==> src/rtl/trace_input_fifo.sv <==
// Trace input FIFO: circular queue of N-lane vectors with per-entry EOF,
// a registered output stage with valid/ready, occupancy/full/empty status,
// a saturating drop counter and a runtime-configured chain id.
module trace_input_fifo #(
  parameter int unsigned N          = 8,
  parameter int unsigned DATA_WIDTH = 32,
  parameter int unsigned IB_DEPTH   = 4,
  parameter int unsigned CFG_ID     = 0,
  parameter int unsigned DROP_W     = 16
) (
  input  logic                                clk,
  input  logic                                reset,
  input  logic                                enqueue,
  input  logic                                eof_in,
  input  logic                                tracing,
  input  logic [7:0]                          configId,
  input  logic [7:0]                          configData,
  input  logic [N-1:0][DATA_WIDTH-1:0]        vector_in,
  input  logic                                ready_in,
  output logic                                valid_out,
  output logic                                eof_out,
  output logic [N-1:0][DATA_WIDTH-1:0]        vector_out,
  output logic                                chainId_out,
  output logic                                full,
  output logic                                empty,
  output logic [$clog2(IB_DEPTH):0]           occupancy,
  output logic [DROP_W-1:0]                   drop_count
);

  // Storage excludes the output register, so it holds one entry fewer than the total capacity.
  localparam int unsigned SD    = IB_DEPTH - 1;
  localparam int unsigned PTR_W = (SD > 1) ? $clog2(SD) : 1;
  localparam int unsigned OCC_W = $clog2(IB_DEPTH) + 1;

  typedef struct packed {
    logic                         eof;
    logic [N-1:0][DATA_WIDTH-1:0] vec;
  } entry_t;

  entry_t           mem [SD];
  logic [PTR_W-1:0] wr_ptr;
  logic [PTR_W-1:0] rd_ptr;

  logic             pop;
  logic             accept;
  logic             drop;
  logic             stage_free;
  logic [OCC_W-1:0] st_cnt;
  logic             st_empty;
  logic             load_st;
  logic             bypass;
  logic             write_st;
  logic             cfg_hit;
  logic             unused_cfg;

  // Handshake and routing decisions for this cycle.
  always_comb begin
    pop        = valid_out & ready_in;
    accept     = enqueue & tracing & (~full | pop);
    drop       = enqueue & tracing & full & ~pop;
    stage_free = ~valid_out | pop;
    // The output stage is always loaded before storage holds anything, so storage count
    // is the occupancy less the output register.
    st_cnt     = occupancy - OCC_W'(valid_out);
    st_empty   = (st_cnt == '0);
    load_st    = stage_free & ~st_empty;
    bypass     = stage_free & st_empty & accept;
    write_st   = accept & ~bypass;
    cfg_hit    = (configId == 8'(CFG_ID));
    full       = (occupancy == OCC_W'(IB_DEPTH));
    empty      = (occupancy == '0);
    unused_cfg = ^configData[7:2];
  end

  // Storage array write; contents need no reset.
  always_ff @(posedge clk) begin
    if (write_st) begin
      mem[wr_ptr] <= entry_t'{eof: eof_in, vec: vector_in};
    end
  end

  // Write/read pointers wrapping at the end of storage.
  always_ff @(posedge clk) begin
    if (reset) begin
      wr_ptr <= '0;
      rd_ptr <= '0;
    end else begin
      if (write_st) begin
        wr_ptr <= (wr_ptr == PTR_W'(SD - 1)) ? '0 : wr_ptr + PTR_W'(1);
      end
      if (load_st) begin
        rd_ptr <= (rd_ptr == PTR_W'(SD - 1)) ? '0 : rd_ptr + PTR_W'(1);
      end
    end
  end

  // Output register: refill from storage head, else bypass the input, else go idle.
  always_ff @(posedge clk) begin
    if (reset) begin
      valid_out  <= 1'b0;
      eof_out    <= 1'b0;
      vector_out <= '0;
    end else if (stage_free) begin
      if (load_st) begin
        valid_out  <= 1'b1;
        eof_out    <= mem[rd_ptr].eof;
        vector_out <= mem[rd_ptr].vec;
      end else if (accept) begin
        valid_out  <= 1'b1;
        eof_out    <= eof_in;
        vector_out <= vector_in;
      end else begin
        valid_out  <= 1'b0;
      end
    end
  end

  // Occupancy including the output register.
  always_ff @(posedge clk) begin
    if (reset) begin
      occupancy <= '0;
    end else begin
      occupancy <= occupancy + OCC_W'(accept) - OCC_W'(pop);
    end
  end

  // Saturating drop counter; a config clear beats a same-cycle drop.
  always_ff @(posedge clk) begin
    if (reset) begin
      drop_count <= '0;
    end else if (cfg_hit && configData[1]) begin
      drop_count <= '0;
    end else if (drop && (drop_count != '1)) begin
      drop_count <= drop_count + DROP_W'(1);
    end
  end

  // Chain id register written through the config port.
  always_ff @(posedge clk) begin
    if (reset) begin
      chainId_out <= 1'b0;
    end else if (cfg_hit) begin
      chainId_out <= configData[0];
    end
  end

endmodule

==> config.mk <==
export PLATFORM = sky130hd
export DESIGN_NAME = trace_input_fifo
export DESIGN_NICKNAME = d
export VERILOG_FILES = /design/src/rtl/trace_input_fifo.sv
export SDC_FILE = /design/constraint.sdc
export NUM_CORES = 1
export LEC_CHECK = 0
export ABC_AREA = 0
export BUFFER_PORTS_ARGS = -buffer_cell sky130_fd_sc_hd__buf_4
export CAP_MARGIN = 0
export CORE_UTILIZATION = 58
export CTS_CLUSTER_DIAMETER = 120
export DETAILED_ROUTE_END_ITERATION = 10
export GPL_TIMING_DRIVEN = 0
export HOLD_SLACK_MARGIN = 0.03
export PLACE_DENSITY = 0.8
export SYNTH_ARGS = -nofsm -noshare
export SYNTH_HDL_FRONTEND = slang
export SYNTH_SLANG_ARGS = --single-unit
==> constraint.sdc <==
create_clock -name clk -period 28.5 [get_ports clk]
set_input_delay 0 -clock clk [delete_from_list [all_inputs] [get_ports clk]]
set_output_delay 0 -clock clk [all_outputs]
set_load 0.01 [all_outputs]
==> flow_metrics.tcl <==
set metrics [dict create \
    status "finished clean" \
    critPathMaxStageDelay_ps 810 \
    synth_area_per_cell_um2 14.4 \
    reg2reg_depth 12 \
    max_freq_ghz 0.266 \
    async_flop_share_pct 0 \
    cap_viol_max_count 0 \
    grt_overflow 0 \
    worst_path_max_delay_cell "nor3_2" \
    cts_setup_buffers 0 \
    ys_seq_area_share_pct 67.6 \
    vdd.ir_drop.worst_mv 0.0841 \
    crit_path_start_kind "flop" \
    clkLatencyLatePin_ps 660 \
    cp_max_fo 12 \
    crit_start "occupancy[0]$_SDFF_PP0_" \
    cp-end-kind "flop" \
    antenna_found_initial 24 \
    dr.pass1.iters 5 \
    clk_pin_slew_ps 70 \
    rr_endpoint "mem[0][113]$_DFFE_PP_" \
    drt-total-wl_mm 116 \
    path_class "flop to flop" \
    initial_utilization_pct 58.6 \
    min_period_over_period_pct 13.2 \
    ctsResizeCount 0 \
    finalHoldViolCount 0 \
    max-slew-margin-rel_pct 17.4 \
    rsz0062_at_grt "no" \
    drt_iter0_drc 2255 \
    p_per_area_mw_per_mm2 103 \
    critPathMostFrequentCell "buf_6" \
    drive_gt1_share_pct 27.8 \
    hp-class "input pin to flop" \
    fin_ws_ps 24730 \
    crit_chain "inv_1 > ha_1 > nor2b_1 > a22oi_1 > o21ai_1 > nor3_2 > buf_8 > buf_6 > buf_6 > buf_6 > buf_8 > buf_6" \
    postRouteAntennaNets 0 \
    drcViolationCount 0 \
    period_minus_slack_ps 3770 \
    die_y_um 273 \
    htreeDepth 3 \
    r2r_start "occupancy[0]$_SDFF_PP0_" \
    setup-tns-final_ps 0 \
    netlist_area_mm2 0.0426 \
    synth_nets 3249 \
    clockBufferDepth 3 \
    final-instance-count-excl-fill 5049 \
    dpl_worst_slack_ps 24830 \
    drv_slew 0 \
    yosysUniqueCellTypes 45 \
    setup_viol 0 \
    dieArea_mm2 0.0746 \
    grt_max_degree 16 \
    area_growth_pct 30.2 \
    clock-sinks 1055 \
    arrival_ps 4120 \
    synth_edf_count 771 \
    track_usage_pct 30.4 \
    worstSetupEndpoint "mem[0][113]$_DFFE_PP_" \
    worst_pin_slew_ps 1240 \
    cts_root_buffer "clkbuf_16" \
    io_buffers 550 \
    place_congestion 0.857 \
    cts_tree "yes" \
    hold_depth 2 \
    rrSetupSlack_ps 24730 \
    syn-instance-count 2967 \
    grt_pass1_vias 30000 \
    grt_pass1_wl_mm 174 \
    via_per_inst 5.82 \
    cts_made_buffers 105 \
    vias 29400 \
    fin_skew_ps 31.7 \
    total_leakage_power_nw 20.3 \
    worstPathRequired_ps 28860 \
    cts.hold.buffers_added 268 \
    place_inst 4559 \
    hold_ws_ps 82.2 \
    die_w_um 273 \
    dpl.hpwl_mm 75.9 \
    finalNetCount 4257 \
    synth_seq_cells 1055 \
    ys_warn_count 0 \
    wl_per_cell_um 22.9 \
    core_area_mm2 0.0728 \
    ios 558 \
    rows 99 \
    ys.flop_type "edfxtp_1" \
]
-- synth_stat cells (all sizes together), types with 3 or more instances --
cell type  number  area, um^2
edfxtp        771       23200
and4            3        26.3
nand2         273        1020
a21oi          11        58.8
or4             6        45.0
nor3b           3        33.8
o31ai           6        45.0
nor2b           5        31.3
dfxtp         284        5690
mux2i         521        5220
nor4            9        56.3
a211oi        258        3090
o21ai         261        1310
nand3           9        45.0
ha              3        37.5
xnor2           3        26.3
nor3          263        1320
clkbuf        141         529
inv             6        22.5
nand4           7        50.1
nor2            5        18.8
buf            93         626
nand2b          8        50.1
-- worst max-delay path: cells and delay by family (launching register included) --
family                     cells  cell delay (ps)
buffers and inverters          7             1280
and+or+nand+nor                2              970
DFF                            1              480
AOI/OAI and AO/OA              2              470
adders and majority gates      1              270
-- sequential cells by signal (all words and copies together), names as in the netlist, named ones only --
name and count:
drop_count 16, vector_out 256, rd_ptr 2, chainId_out 1, wr_ptr 2, occupancy 3
valid_out 1, eof_out 1, mem 771
-- power by group --
group | internal [mW] | leakage [nW] | total (mW) | switching, mW
sequential | 1.90 | 9.36 | 2.02 | 0.118
clock | 0.907 | 1.85 | 1.49 | 0.586
combinational | 0.922 | 9.12 | 2.22 | 1.30
-- cell families (layout without fill, tap and decap cells) --
kind of cell    after synthesis  in the layout  synth area share (%)
flops                      1055           1055                  67.6
simple gates                598            598                  6.44
compound gates              545            545                  10.7
mux                         522            522                  12.3
buf+inv                     240           1341                  2.76
fa+ha+maj                     4              4                 0.135
xor+xnor                      3              3                0.0616
other cells                   0             22                     0
-- layout by cell type (no fill, tap or decap), drive strengths merged, types with 13 or more instances in the layout --
cell type      n
clkinv        23
mux2i        521
a211oi       258
bufinv        18
nor3         263
nand2        273
inv           13
clkbuf       287
dfxtp        284
diode         22
o21ai        261
edfxtp       771
buf          726
dlygate4sd3  268
-- per-layer routing --
metal / GRT usage, % / vias up / wire length [um] / part of all wire, %
li1: - / 13400 / - / -
met4: 13.3 / 8 / 4920 / 4.3
met1: 38.5 / 14700 / 45800 / 40
met5: 0 / - / 54 / 0.047
met3: 6.56 / 276 / 8360 / 7.2
met2: 50.3 / 1054 / 56400 / 49
-- per-stage QoR --
| step | instance area (um^2) | util, % | total power [mW] |
|---|---|---|---|
| after detailed placement | 49000 | 67.2 | 4.19 |
| after global routing | 55500 | 76.2 | 5.98 |
| after floorplan | 42600 | - | 3.50 |
| final | 55500 | 76.2 | 5.74 |
| after global placement | 48000 | 65.9 | 4.23 |
| after CTS | 55500 | 76.1 | 5.72 |
-- worst min path at each step --
stage                        start               endpoint  slack, ps
floorplan             vector_in[0]    mem[0][0]$_DFFE_PP_        100
global placement     vector_in[20]   mem[2][20]$_DFFE_PP_        200
detailed placement  vector_in[188]  mem[0][188]$_DFFE_PP_        200
CTS                 vector_in[237]  mem[1][237]$_DFFE_PP_         40
global route        vector_in[186]  mem[0][186]$_DFFE_PP_         70
finish              vector_in[237]  mem[1][237]$_DFFE_PP_         80
-- final cells by class --
class	count	area [um^2]
antenna	22	55.1
inverter	6	22.5
multi-input combinational	1672	12600
timing repair buffer	901	7790
clock buffer	146	3020
fill	4257	17300
tap	959	1200
clock inverter	54	796
sequential	1055	28800
buffer	234	1150
No activity file was read; power rests on OpenSTA's default activity.
